--- src/rtl/arcade_video_timer.sv ---
// Horizontal/vertical video timing generator with a pixel clock enable and cocktail flip.
// Also provides a latched vertical-blank interrupt with acknowledge.
module arcade_video_timer #(
  parameter int unsigned CLK_DIV      = 4,
  parameter int unsigned HW           = 9,
  parameter int unsigned VW           = 9,
  parameter int unsigned H_TOTAL      = 384,
  parameter int unsigned H_ACTIVE     = 256,
  parameter int unsigned H_SYNC_START = 288,
  parameter int unsigned H_SYNC_END   = 320,
  parameter int unsigned V_TOTAL      = 264,
  parameter int unsigned V_ACTIVE     = 224,
  parameter int unsigned V_SYNC_START = 240,
  parameter int unsigned V_SYNC_END   = 248,
  parameter int unsigned IRQ_LINE     = 224
) (
  input  logic          clk,
  input  logic          nRESET,
  input  logic          flip,
  input  logic          int_ack,
  output logic          pix_ce,
  output logic [HW-1:0] hcnt,
  output logic [VW-1:0] vcnt,
  output logic [HW-1:0] hpos,
  output logic [VW-1:0] vpos,
  output logic          n_hsync,
  output logic          n_vsync,
  output logic          hblank,
  output logic          vblank,
  output logic          de,
  output logic          line_start,
  output logic          frame_start,
  output logic          n_irq,
  output logic          flip_q,
  output logic [7:0]    frame_cnt
);

  if (CLK_DIV < 1 || CLK_DIV > 16) begin : g_bad_div
    $fatal(1, "arcade_video_timer: CLK_DIV out of range 1..16");
  end
  if (!(H_ACTIVE > 0 && H_ACTIVE < H_SYNC_START && H_SYNC_START < H_SYNC_END &&
        H_SYNC_END <= H_TOTAL && H_TOTAL <= (1 << HW))) begin : g_bad_h
    $fatal(1, "arcade_video_timer: illegal horizontal timing");
  end
  if (!(V_ACTIVE > 0 && V_ACTIVE < V_SYNC_START && V_SYNC_START < V_SYNC_END &&
        V_SYNC_END <= V_TOTAL && V_TOTAL <= (1 << VW) && IRQ_LINE < V_TOTAL)) begin : g_bad_v
    $fatal(1, "arcade_video_timer: illegal vertical timing");
  end

  localparam int unsigned DW = (CLK_DIV > 1) ? $clog2(CLK_DIV) : 1;

  localparam logic [DW-1:0] DivLast    = DW'(CLK_DIV - 1);
  localparam logic [HW-1:0] HLast      = HW'(H_TOTAL - 1);
  localparam logic [VW-1:0] VLast      = VW'(V_TOTAL - 1);
  localparam logic [HW-1:0] HFlipBase  = HW'(H_ACTIVE - 1);
  localparam logic [VW-1:0] VFlipBase  = VW'(V_ACTIVE - 1);
  localparam logic [VW-1:0] IrqLine    = VW'(IRQ_LINE);
  // One extra bit so that a *_SYNC_END equal to 2^W still compares correctly.
  localparam logic [HW:0]   HActive    = (HW + 1)'(H_ACTIVE);
  localparam logic [HW:0]   HSyncStart = (HW + 1)'(H_SYNC_START);
  localparam logic [HW:0]   HSyncEnd   = (HW + 1)'(H_SYNC_END);
  localparam logic [VW:0]   VActive    = (VW + 1)'(V_ACTIVE);
  localparam logic [VW:0]   VSyncStart = (VW + 1)'(V_SYNC_START);
  localparam logic [VW:0]   VSyncEnd   = (VW + 1)'(V_SYNC_END);

  logic [DW-1:0] div_q, div_d;
  logic [HW-1:0] hcnt_q, hcnt_d, hpos_q, hpos_d;
  logic [VW-1:0] vcnt_q, vcnt_d, vpos_q, vpos_d;
  logic [7:0]    fcnt_q, fcnt_d;
  logic          pix_ce_q, hsync_n_q, hsync_n_d, vsync_n_q, vsync_n_d;
  logic          hblank_q, hblank_d, vblank_q, vblank_d, de_q, de_d;
  logic          line_q, line_d, frame_q, frame_d, nirq_q, nirq_d, flip_r_q, flip_d;
  logic          tick, h_wrap, v_wrap, irq_set;
  logic [HW:0]   hx;
  logic [VW:0]   vx;

  always_comb begin
    tick    = (div_q == DivLast);
    div_d   = tick ? '0 : div_q + 1'b1;
    h_wrap  = (hcnt_q == HLast);
    v_wrap  = (vcnt_q == VLast);
    hcnt_d  = hcnt_q;
    vcnt_d  = vcnt_q;
    fcnt_d  = fcnt_q;
    if (tick) begin
      hcnt_d = h_wrap ? '0 : hcnt_q + 1'b1;
      if (h_wrap) begin
        vcnt_d = v_wrap ? '0 : vcnt_q + 1'b1;
        if (v_wrap) fcnt_d = fcnt_q + 8'd1;
      end
    end
    line_d  = tick && h_wrap;
    frame_d = tick && h_wrap && v_wrap;
    flip_d  = frame_d ? flip : flip_r_q;
    // Decodes are taken from the next counts so they line up with the counters.
    hx        = {1'b0, hcnt_d};
    vx        = {1'b0, vcnt_d};
    hsync_n_d = !(hx >= HSyncStart && hx < HSyncEnd);
    vsync_n_d = !(vx >= VSyncStart && vx < VSyncEnd);
    hblank_d  = (hx >= HActive);
    vblank_d  = (vx >= VActive);
    de_d      = !hblank_d && !vblank_d;
    hpos_d    = (flip_d && !hblank_d) ? HFlipBase - hcnt_d : hcnt_d;
    vpos_d    = (flip_d && !vblank_d) ? VFlipBase - vcnt_d : vcnt_d;
    // A new raise beats a coincident acknowledge.
    irq_set   = tick && h_wrap && (vcnt_d == IrqLine);
    nirq_d    = irq_set ? 1'b0 : (int_ack ? 1'b1 : nirq_q);
  end

  always_ff @(posedge clk or negedge nRESET) begin
    if (!nRESET) begin
      div_q     <= '0;
      pix_ce_q  <= 1'b0;
      hcnt_q    <= '0;
      vcnt_q    <= '0;
      hpos_q    <= '0;
      vpos_q    <= '0;
      fcnt_q    <= '0;
      hsync_n_q <= 1'b1;
      vsync_n_q <= 1'b1;
      hblank_q  <= 1'b0;
      vblank_q  <= 1'b0;
      de_q      <= 1'b1;
      line_q    <= 1'b0;
      frame_q   <= 1'b0;
      nirq_q    <= 1'b1;
      flip_r_q  <= 1'b0;
    end else begin
      div_q     <= div_d;
      pix_ce_q  <= tick;
      hcnt_q    <= hcnt_d;
      vcnt_q    <= vcnt_d;
      hpos_q    <= hpos_d;
      vpos_q    <= vpos_d;
      fcnt_q    <= fcnt_d;
      hsync_n_q <= hsync_n_d;
      vsync_n_q <= vsync_n_d;
      hblank_q  <= hblank_d;
      vblank_q  <= vblank_d;
      de_q      <= de_d;
      line_q    <= line_d;
      frame_q   <= frame_d;
      nirq_q    <= nirq_d;
      flip_r_q  <= flip_d;
    end
  end

  assign pix_ce      = pix_ce_q;
  assign hcnt        = hcnt_q;
  assign vcnt        = vcnt_q;
  assign hpos        = hpos_q;
  assign vpos        = vpos_q;
  assign n_hsync     = hsync_n_q;
  assign n_vsync     = vsync_n_q;
  assign hblank      = hblank_q;
  assign vblank      = vblank_q;
  assign de          = de_q;
  assign line_start  = line_q;
  assign frame_start = frame_q;
  assign n_irq       = nirq_q;
  assign flip_q      = flip_r_q;
  assign frame_cnt   = fcnt_q;

endmodule

--- config.mk ---
export PLATFORM = sky130hd
export DESIGN_NAME = arcade_video_timer
export DESIGN_NICKNAME = d
export VERILOG_FILES = /design/src/rtl/arcade_video_timer.sv
export SDC_FILE = /design/constraint.sdc
export NUM_CORES = 1
export LEC_CHECK = 0
export CAP_MARGIN = 40
export CORE_MARGIN = 2
export CORE_UTILIZATION = 46
export CTS_BUF_LIST = sky130_fd_sc_hd__clkbuf_4 sky130_fd_sc_hd__clkbuf_8
export CTS_CLUSTER_DIAMETER = 50
export DETAILED_ROUTE_END_ITERATION = 7
export PLACE_DENSITY = 0.78
export SYNTH_ARGS = -nofsm -noshare
export SYNTH_HDL_FRONTEND = slang
export SYNTH_SLANG_ARGS = --single-unit
--- constraint.sdc ---
create_clock -name clk -period 2.8 [get_ports clk]
set_clock_uncertainty 0.2 [all_clocks]
set_input_delay 0.28 -clock clk [delete_from_list [all_inputs] [get_ports clk]]
set_output_delay 0.28 -clock clk [all_outputs]
set_load 0.005 [all_outputs]
==> results of run 1 <==
## flip-flops by register name, summed over array words and instances, names as in the netlist
signal,cells
de,1
n_hsync,1
vcnt,8
n_vsync,1
hpos,8
frame_cnt,8
n_irq,1
div_q,2
vblank,1
pix_ce,1
flip_q,1
line_start,1
hblank,1
vpos,9
frame_start,1
hcnt,9
## kinds of logic after synthesis
| logic type | synth area share |
|---|---|
| AOI/OAI and AO/OA | 0.0617 |
| muxes | 0.0314 |
| and+or+nand+nor | 0.197 |
| xor gates and xnor gates | 0.106 |
| buffers and inverters | 0.0248 |
| adders and majority gates | 0.0303 |
| DFF | 0.548 |
## area by class of cell
cell class | instances | area [um2] | share of cell area
Clock buffer | 7 | 90.1 | 0.0257
Clock inverter | 1 | 5.00 | 0.00143
Inverter | 8 | 30.0 | 0.00856
Multi-Input combinational cell | 134 | 1130 | 0.323
Sequential cell | 54 | 1360 | 0.387
Tap cell | 70 | 87.6 | 0.0250
Timing Repair Buffer | 88 | 805 | 0.229
## critical path, stage by stage (launching register included)
cell      delay, ns
dfrtp_1        0.41
ha_4           0.19
buf_4          0.13
buf_4          0.12
and3_4         0.14
a221oi_4       0.29
ha_2           0.26
nor2b_1        0.16
nand4_1        0.19
a311oi_4       0.27
buf_6          0.16
nor2_4         0.06
xor2_1         0.16
## how the worst max path moves through the flow
stage / endpoint / slack [ns] / cells after the start
final: vpos[2] / -0.06 / 12
after global placement: vpos[6] / 0.04 / 11
after global routing: vpos[2] / -0.21 / 11
after floorplan: vpos[4] / 0.01 / 10
after detailed placement: vpos[6] / -0.01 / 11
after CTS: vpos[2] / 0.02 / 11
## metrics by stage
stage / setup WS [ns] / power, mW / cell area [um2]
after detailed placement: -0.0129 / 0.816 / 3300
after CTS: 0.0180 / 1.26 / 3420
final: -0.0624 / 1.25 / 3510
after global routing: -0.215 / 1.30 / 3510
after global placement: 0.0367 / 0.816 / 3300
after floorplan: 0.0124 / 0.795 / 2510
## routing by layer
layer	wire, um	vias to the layer above	track usage
li1	-	878	-
met5	0	-	0
met1	2270	891	0.255
met2	2690	62	0.313
met3	298	11	0.0395
met4	130	0	0.0875
## cell usage in the layout, fill, tap and decap left out, types with 2 or more instances in the layout
cell             instances
clkdlybuf4s50_1         56
and4_1                   2
dfrtp_1                 50
xor2_1                  16
nand2_2                  2
xnor2_1                 14
clkbuf_8                 6
and3_1                   2
nand2b_1                 2
and3_4                   2
ha_2                     2
ha_4                     2
a21oi_1                  3
buf_4                   29
o21ai_0                  4
o31ai_1                  3
nor2b_1                  2
nor2_1                  11
nand3_1                  6
nand4_1                  9
nor3_1                   3
and3_2                   2
ha_1                     2
dfstp_2                  4
nand2_1                 12
and4_4                   2
inv_1                    7
mux2_2                   4
nor2_8                   2
## power by group
group | total [mW] | internal [mW] | switching [mW]
clock network | 0.445 | 0.209 | 0.235
registers | 0.779 | 0.779 | 0.0000000000000000165
logic | 0.0215 | 0.00575 | 0.0157
## what timing repair did
item,4_1_cts,5_1_grt
setup endpoints to repair,5,10
hold buffers,1,0
hold endpoints to repair,24,0
setup buffers,2,6
gates resized for setup,0,8
pin swaps,1,8
==> summary.txt, run 1 <==
=====================================================================================
Outcome                                                                  finished, violations left
Violated checks                                                          setup timing
Portion of the post-synthesis area used by sequential elements                  0.548
Capturing element type of the critical path                                 flip-flop
Avg Cell Area, Syn                                                           12.4 um2
Vias in the first global route                                                   1860
Power per cell area                                                        355 nW/um2
Count of boundary I/O pins                                                         58
RD Place Congestion                                                             0.850
Leading cell type by number of instances after synthesis                      dfrtp_1
Share of the clock period used by the worst path after layout                    1.02
CTS Root Buffer Type                                                         clkbuf_8
Horizontal die dimension                                                      77.3 um
Fraction of layout cells with a size suffix above 1                             0.271
R2R setup slack                                                              -0.06 ns
Filler cell count in the final layout                                             424
Final critical delay including setup and external delays                      2.86 ns
GRT Overall Usage                                                               0.194
Worst min path class                                                       reg -> reg
Num CTS Buffers                                                                     5
Startpoint of the worst register-to-register path                            div_q[1]
Max Freq                                                                      349 MHz
Worst endpoint required time                                                  2.77 ns
Worst reg2reg path depth                                                           12
Number of distinct library cells after synthesis                                   52
Iteration-0 DRC Markers                                                            86
Routed via count                                                                 1842
Hold violation total from the final report                                          0
Count of warnings emitted by yosys                                                  0
Number of antenna cells inserted                                                    0
Initial core utilization                                                        0.481
CP startpoint                                                                div_q[1]
Critical path arrival                                                         2.84 ns
Hold Path End                                                            frame_cnt[7]
Leakage dissipation                                                           1.63 nW
Final worst slack                                                          -0.0624 ns
Final core utilization                                                          0.682
Port Buffer Count                                                                  57
Count of non-filler cells in the finished layout                                  362
Largest net degree at the start of global routing                                  29
Instance count after placement with tap cells included                            345
Count of state elements after synthesis                                            54
Final setup TNS                                                             -0.312 ns
Post-route DRC violation count                                                      0
Total congestion overflow after global routing                                      0
Layout area overhead                                                            41.8%
Site row count                                                                     26
Number of antenna violations at the first check in global routing                   0
Setup repair after global routing missed its margin                               yes
Startpoint of the tightest hold check path                               frame_cnt[7]
Drt first pass iters                                                                4
Leading post-synthesis cells by instance count                           dfrtp_1, xor2_1, xnor2_1, nand2_1, nor2_1
Count of endpoints failing setup in the final report                                8
Number of enable flip-flop cells after synthesis                                    0
Async S/R FF share, synth                                                        1.00
Clock Sink Count                                                                   54
Syn Std Cell Area                                                            2470 um2
Worst reg2reg path endpoint                                                   vpos[2]
Highest fanout seen on the critical path                                            5
Die span in y                                                                 77.3 um
Core Footprint                                                               5140 um2
Final count of pins violating max slew                                              0
DR vias/cell                                                                     5.09
CP Launch Type                                                              flip-flop
Clock latency of the later-clocked register in the worst-skew pair            0.31 ns
Global-route wire length before repair                                        9070 um
Proportion of netlist area held by the largest area contributor                 0.506
DIE AREA                                                                     5980 um2
Number of buffers on the longest clock path                                         2
Worst hold slack across all endpoints                                        0.279 ns
Clock-pin slew of the registers on the worst-case setup and hold paths        0.09 ns
Worst slew margin relative to its limit                                         0.586
Post-Syn Nets                                                                     210
Number of stages on the worst hold path                                             1
Max VDD drop                                                               0.000227 V
Wire length per cell after detailed routing                                   14.9 um
Top cells by area, synth                                                 dfrtp_1, xor2_1, xnor2_1
Clock tree from TritonCTS                                                         yes
Library cell with the largest summed area after synthesis                     dfrtp_1
Worst-margin pin slew                                                        0.621 ns
Final antenna-violating net count                                                   0
NumNets Final                                                                     301
Cells after Synth                                                                 200
Routed wire length                                                            5390 um
H-Tree Depth                                                                        2
# Max-Cap Violations                                                                0
Half-perimeter wire length of the detailed placement result                   4020 um
Classification of the worst setup path                                     reg -> reg
Main flop type after synthesis                                                dfrtp_1
=====================================================================================
Power figures use the tool's default switching activity.
==> run 2: changes to the inputs <==
- CORE_UTILIZATION: 46 -> 45
- CTS_BUF_LIST: sky130_fd_sc_hd__clkbuf_4 sky130_fd_sc_hd__clkbuf_8 -> not set
- GPL_TIMING_DRIVEN: not set -> 0
- PLACE_DENSITY: 0.78 -> 0.76
==> summary.txt, run 2 (synthesis results as in run 1) <==
=====================================================================================
Outcome                                                                  finished, violations left
Violated checks                                                          setup timing
Clock Sink Count                                                                   54
CTS Root Buffer Type                                                         clkbuf_8
Capturing element type of the critical path                                 flip-flop
Layout area overhead                                                            40.9%
# Max-Cap Violations                                                                0
Worst min path class                                                       reg -> reg
Clock tree from TritonCTS                                                         yes
Routed wire length                                                            5310 um
Wire length per cell after detailed routing                                   15.0 um
GRT Overall Usage                                                               0.187
Max stage delay cell, worst path                                              dfrtp_1
DR vias/cell                                                                     5.06
H-Tree Depth                                                                        2
Leakage dissipation                                                           1.60 nW
Worst slew margin relative to its limit                                         0.594
Final setup TNS                                                             -0.180 ns
Largest delay share family, worst path                                   compound AO/OA/AOI/OAI gates
Classification of the worst setup path                                     reg -> reg
Count of non-filler cells in the finished layout                                  354
Routed via count                                                                 1790
Initial core utilization                                                        0.475
Commonest non-fill, non-tap cells in the layout                          clkdlybuf4s50_1, dfrtp_1, xor2_1, buf_4, xnor2_1
Number of stages on the worst hold path                                             1
Int Power                                                                     1.04 mW
RD Place Congestion                                                             0.850
Core Footprint                                                               5200 um2
Number of antenna violations at the first check in global routing                   0
Iteration-0 DRC Markers                                                            60
Fraction of layout cells with a size suffix above 1                             0.264
Vias in the first global route                                                   1855
Comb pwr share                                                                  0.018
Worst hold slack across all endpoints                                        0.284 ns
Count of boundary I/O pins                                                         58
Hold violation total from the final report                                          0
Setup repair after global routing missed its margin                               yes
Port Buffer Count                                                                  57
Worst endpoint required time                                                  2.78 ns
Drt first pass iters                                                                4
Site row count                                                                     26
Power per cell area                                                        370 nW/um2
Final critical delay including setup and external delays                      2.84 ns
Horizontal die dimension                                                      78.1 um
Worst-margin pin slew                                                        0.609 ns
Clock latency of the later-clocked register in the worst-skew pair            0.31 ns
Half-perimeter wire length of the detailed placement result                   3700 um
Worst reg2reg path depth                                                           12
Total congestion overflow after global routing                                      0
Num CTS Buffers                                                                     5
Clock share of power                                                            0.378
Clock-pin slew of the registers on the worst-case setup and hold paths        0.09 ns
Largest net degree at the start of global routing                                  29
Highest fanout seen on the critical path                                            7
Global-route wire length before repair                                        9000 um
Flop pwr share                                                                  0.605
Max Freq                                                                      352 MHz
Crit path largest cell delay                                                  0.39 ns
Count of buffering cells on the critical path with inverters included               4
Filler cell count in the final layout                                             413
Share of the clock period used by the worst path after layout                    1.02
Number of buffers on the longest clock path                                         2
Number of antenna cells inserted                                                    0
Final antenna-violating net count                                                   0
CP Launch Type                                                              flip-flop
DIE AREA                                                                     6110 um2
Switching power as a share of total power                                       0.196
Post-route DRC violation count                                                      0
Max VDD drop                                                               0.000242 V
Count of endpoints failing setup in the final report                                6
Power dissipated by switching net loads                                      0.253 mW
Leading cell type in the layout, fill and taps excluded                  clkdlybuf4s50_1
Instance count after placement with tap cells included                            328
Die span in y                                                                 78.1 um
Critical-path cell list                                                  ha_2 > buf_6 > buf_4 > buf_4 > a221oi_4 > ha_2 > nand2_2 > a31o_4 > a311oi_4 > buf_6 > nor2_4 > xor2_1
Critical path arrival                                                         2.82 ns
Final worst slack                                                          -0.0433 ns
Final count of pins violating max slew                                              0
Worst path depth                                                                   12
NumNets Final                                                                     293
=====================================================================================
[run 2: changes by cell type in the layout (fill, tap and decap cells not counted), sizes merged]
cell,before,now
buf,31,23
clkbuf,7,8
clkinv,1,0
[run 2: area by class of cell]
type	count	area (um2)	share of cell area
buffer	4	37.5	0.0108
clock buffer	8	110	0.0316
inverter	8	30.0	0.00862
multi-input combinational	134	1130	0.323
sequential	54	1360	0.390
tap	70	87.6	0.0251
timing repair buffer	76	734	0.211
[run 2: path summary, 6_finish.rpt]
path | from | endpoint | slack [ns]
max | div_q[0] | vpos[4] | -0.04
min | frame_cnt[7] | frame_cnt[7] | 0.28
max reg2reg | div_q[0] | vpos[4] | -0.04
min reg2reg | frame_cnt[7] | frame_cnt[7] | 0.28
max in group asynchronous | nRESET | de | 1.45
min in group asynchronous | nRESET | hpos[1] | 0.31
[run 2: power by group through the flow]
stage	clock, mW	sequential [mW]	combinational (mW)
floorplan	0	0.795	0.0000961
global placement	0	0.795	0.0198
detailed placement	0	0.795	0.0229
CTS	0.503	0.779	0.0238
global route	0.532	0.780	0.0262
finish	0.487	0.779	0.0227
[run 2: metrics by stage]
step / cell area (um2) / util / power (mW) / setup slack (ns)
6_report: 3480 / 0.669 / 1.29 / -0.0433
5_1_grt: 3480 / 0.669 / 1.34 / -0.239
4_1_cts: 3420 / 0.657 / 1.31 / -0.0332
3_5_place_dp: 3180 / 0.612 / 0.818 / -0.317
3_3_place_gp: 3170 / 0.609 / 0.815 / -0.328
2_1_floorplan: 2510 / - / 0.795 / 0.0124
[run 2: timing repair]
action,CTS,global route
endpoints found under the setup margin,10,10
hold buffers,1,0
pin swaps,5,6
hold endpoints to repair,24,0
buffers inserted,13,4
resized for setup,7,8
[run 2: per-layer routing]
metal	up-vias	global-route usage	part of all wire
met5	-	0	0
met3	9	0.0356	0.040
met1	875	0.247	0.46
met4	0	0.0702	0.018
li1	866	-	-
met2	40	0.309	0.48
==> run 3: changes to the inputs <==
- CORE_ASPECT_RATIO: not set -> 1.4
- GPL_ROUTABILITY_DRIVEN: not set -> 0
==> summary.txt, run 3 (synthesis results as in run 1) <==
=====================================================================================
Outcome                                                                  finished, final reports clean
Hold violation total from the final report                                          0
Largest net degree at the start of global routing                                  31
Worst endpoint required time                                                  2.78 ns
Number of buffers on the longest clock path                                         2
Routed wire length                                                            5300 um
Flop pwr share                                                                  0.595
Wire length per cell after detailed routing                                   15.2 um
Site row count                                                                     31
Iteration-0 DRC Markers                                                           118
Fraction of layout cells with a size suffix above 1                             0.254
Clock Sink Count                                                                   54
Worst-margin pin slew                                                        0.568 ns
Leakage dissipation                                                           1.59 nW
Max VDD drop                                                               0.000275 V
NumNets Final                                                                     292
Clock latency of the later-clocked register in the worst-skew pair            0.31 ns
Comb pwr share                                                                  0.017
Number of antenna cells inserted                                                    0
Crit path largest cell delay                                                  0.45 ns
Total congestion overflow after global routing                                      0
Layout area overhead                                                            39.7%
Vias in the first global route                                                   1821
Clock tree from TritonCTS                                                         yes
GRT Overall Usage                                                               0.182
H-Tree Depth                                                                        2
Int Power                                                                     1.05 mW
Routed via count                                                                 1819
Worst hold slack across all endpoints                                        0.238 ns
Share of the clock period used by the worst path after layout                   0.995
Clock-pin slew of the registers on the worst-case setup and hold paths        0.09 ns
Post-route DRC violation count                                                      0
Global-route wire length before repair                                        8510 um
Classification of the worst setup path                                     reg -> reg
# Max-Cap Violations                                                                0
Final critical delay including setup and external delays                      2.79 ns
Half-perimeter wire length of the detailed placement result                   3620 um
Worst slew margin relative to its limit                                         0.622
Filler cell count in the final layout                                             415
Clock share of power                                                            0.388
Commonest non-fill, non-tap cells in the layout                          clkdlybuf4s50_1, dfrtp_1, buf_4
Max Freq                                                                      359 MHz
Number of antenna violations at the first check in global routing                   0
Final antenna-violating net count                                                   0
Leading cell type in the layout, fill and taps excluded                  clkdlybuf4s50_1
Horizontal die dimension                                                      66.7 um
Worst min path class                                                       reg -> reg
Port Buffer Count                                                                  57
Final setup TNS                                                                  0 ns
DR vias/cell                                                                     5.21
Startpoint of the tightest hold check path                                   div_q[0]
Switching power as a share of total power                                       0.199
Highest fanout seen on the critical path                                            5
Setup repair after global routing missed its margin                               yes
Count of endpoints failing setup in the final report                                0
Initial core utilization                                                        0.472
Final count of pins violating max slew                                              0
Critical-path cell list                                                  ha_4 > and2_4 > and3_4 > a221oi_4 > ha_2 > nor2b_4 > nand4_1 > a311oi_4 > buf_4 > nor2_4 > xor2_1
Count of boundary I/O pins                                                         58
Startpoint of the worst register-to-register path                             vcnt[0]
Die span in y                                                                 91.7 um
DIE AREA                                                                     6110 um2
CP Launch Type                                                              flip-flop
Power per cell area                                                        379 nW/um2
Num CTS Buffers                                                                     5
CP startpoint                                                                 vcnt[0]
Max stage delay cell, worst path                                              dfrtp_2
Power dissipated by switching net loads                                      0.260 mW
Count of non-filler cells in the finished layout                                  349
Critical path arrival                                                         2.76 ns
Capturing element type of the critical path                                 flip-flop
Core Footprint                                                               5240 um2
Drt first pass iters                                                                4
Instance count after placement with tap cells included                            324
CTS Root Buffer Type                                                         clkbuf_8
=====================================================================================
==> run 3: what timing repair did <==
item | CTS | global route
gates resized for setup | 5 | 5
hold buffers | 1 | 0
setup endpoints to repair | 10 | 10
endpoints found under the hold margin | 24 | 0
setup buffers | 10 | 6
pin swaps | 4 | 7
==> run 3: power by group through the flow <==
stage | logic (mW) | registers, mW | clock network (mW)
3_3_place_gp | 0.0193 | 0.795 | 0
6_report | 0.0222 | 0.779 | 0.508
2_1_floorplan | 0.0000961 | 0.795 | 0
3_5_place_dp | 0.0225 | 0.795 | 0
4_1_cts | 0.0235 | 0.779 | 0.519
5_1_grt | 0.0264 | 0.780 | 0.560
==> run 3: stage by stage <==
stage / power (mW) / setup slack (ns) / instance area (um2) / util
global placement: 0.814 / -0.260 / 3160 / 0.604
global route: 1.37 / -0.118 / 3460 / 0.660
finish: 1.31 / 0.0144 / 3460 / 0.660
CTS: 1.32 / 0.0145 / 3380 / 0.646
detailed placement: 0.817 / -0.308 / 3180 / 0.607
floorplan: 0.795 / 0.0124 / 2510 / -
==> run 3: area by class of cell <==
class	count	area, um2	share of cell area
buffer	4	37.5	0.0109
clock buffer	5	68.8	0.0199
clock inverter	3	40.0	0.0116
inverter	8	30.0	0.00869
multi-input combinational	134	1120	0.325
sequential	54	1360	0.393
tap	66	82.6	0.0239
timing repair buffer	75	716	0.207
==> run 3: path summary, 6_finish.rpt <==
check                      depth (start not counted)  slack (ns)         end
max in group asynchronous                          3        1.49     n_hsync
setup / recovery                                  11        0.01     vpos[2]
hold / removal                                     1        0.24    div_q[0]
hold reg to reg                                    1        0.24    div_q[0]
setup reg to reg                                  11        0.01     vpos[2]
min in group asynchronous                          2        0.29  line_start
==> run 3: routing by layer <==
layer	wire length (um)	vias up	global-route usage
met5	0	-	0
met4	187	0	0.0901
met3	211	19	0.0282
met2	2860	61	0.312
met1	2040	879	0.215
li1	-	860	-
==> run 3: worst max-delay path: cells and delay by family, from the launching register on <==
family,cells,cell delay (ns)
flip-flops,1,0.45
XOR/XNOR,1,0.16
AND/OR/NAND/NOR,5,0.64
buffers and inverters,1,0.16
AO/OA/AOI/OAI,2,0.59
adder cells (fa/ha/maj),2,0.44
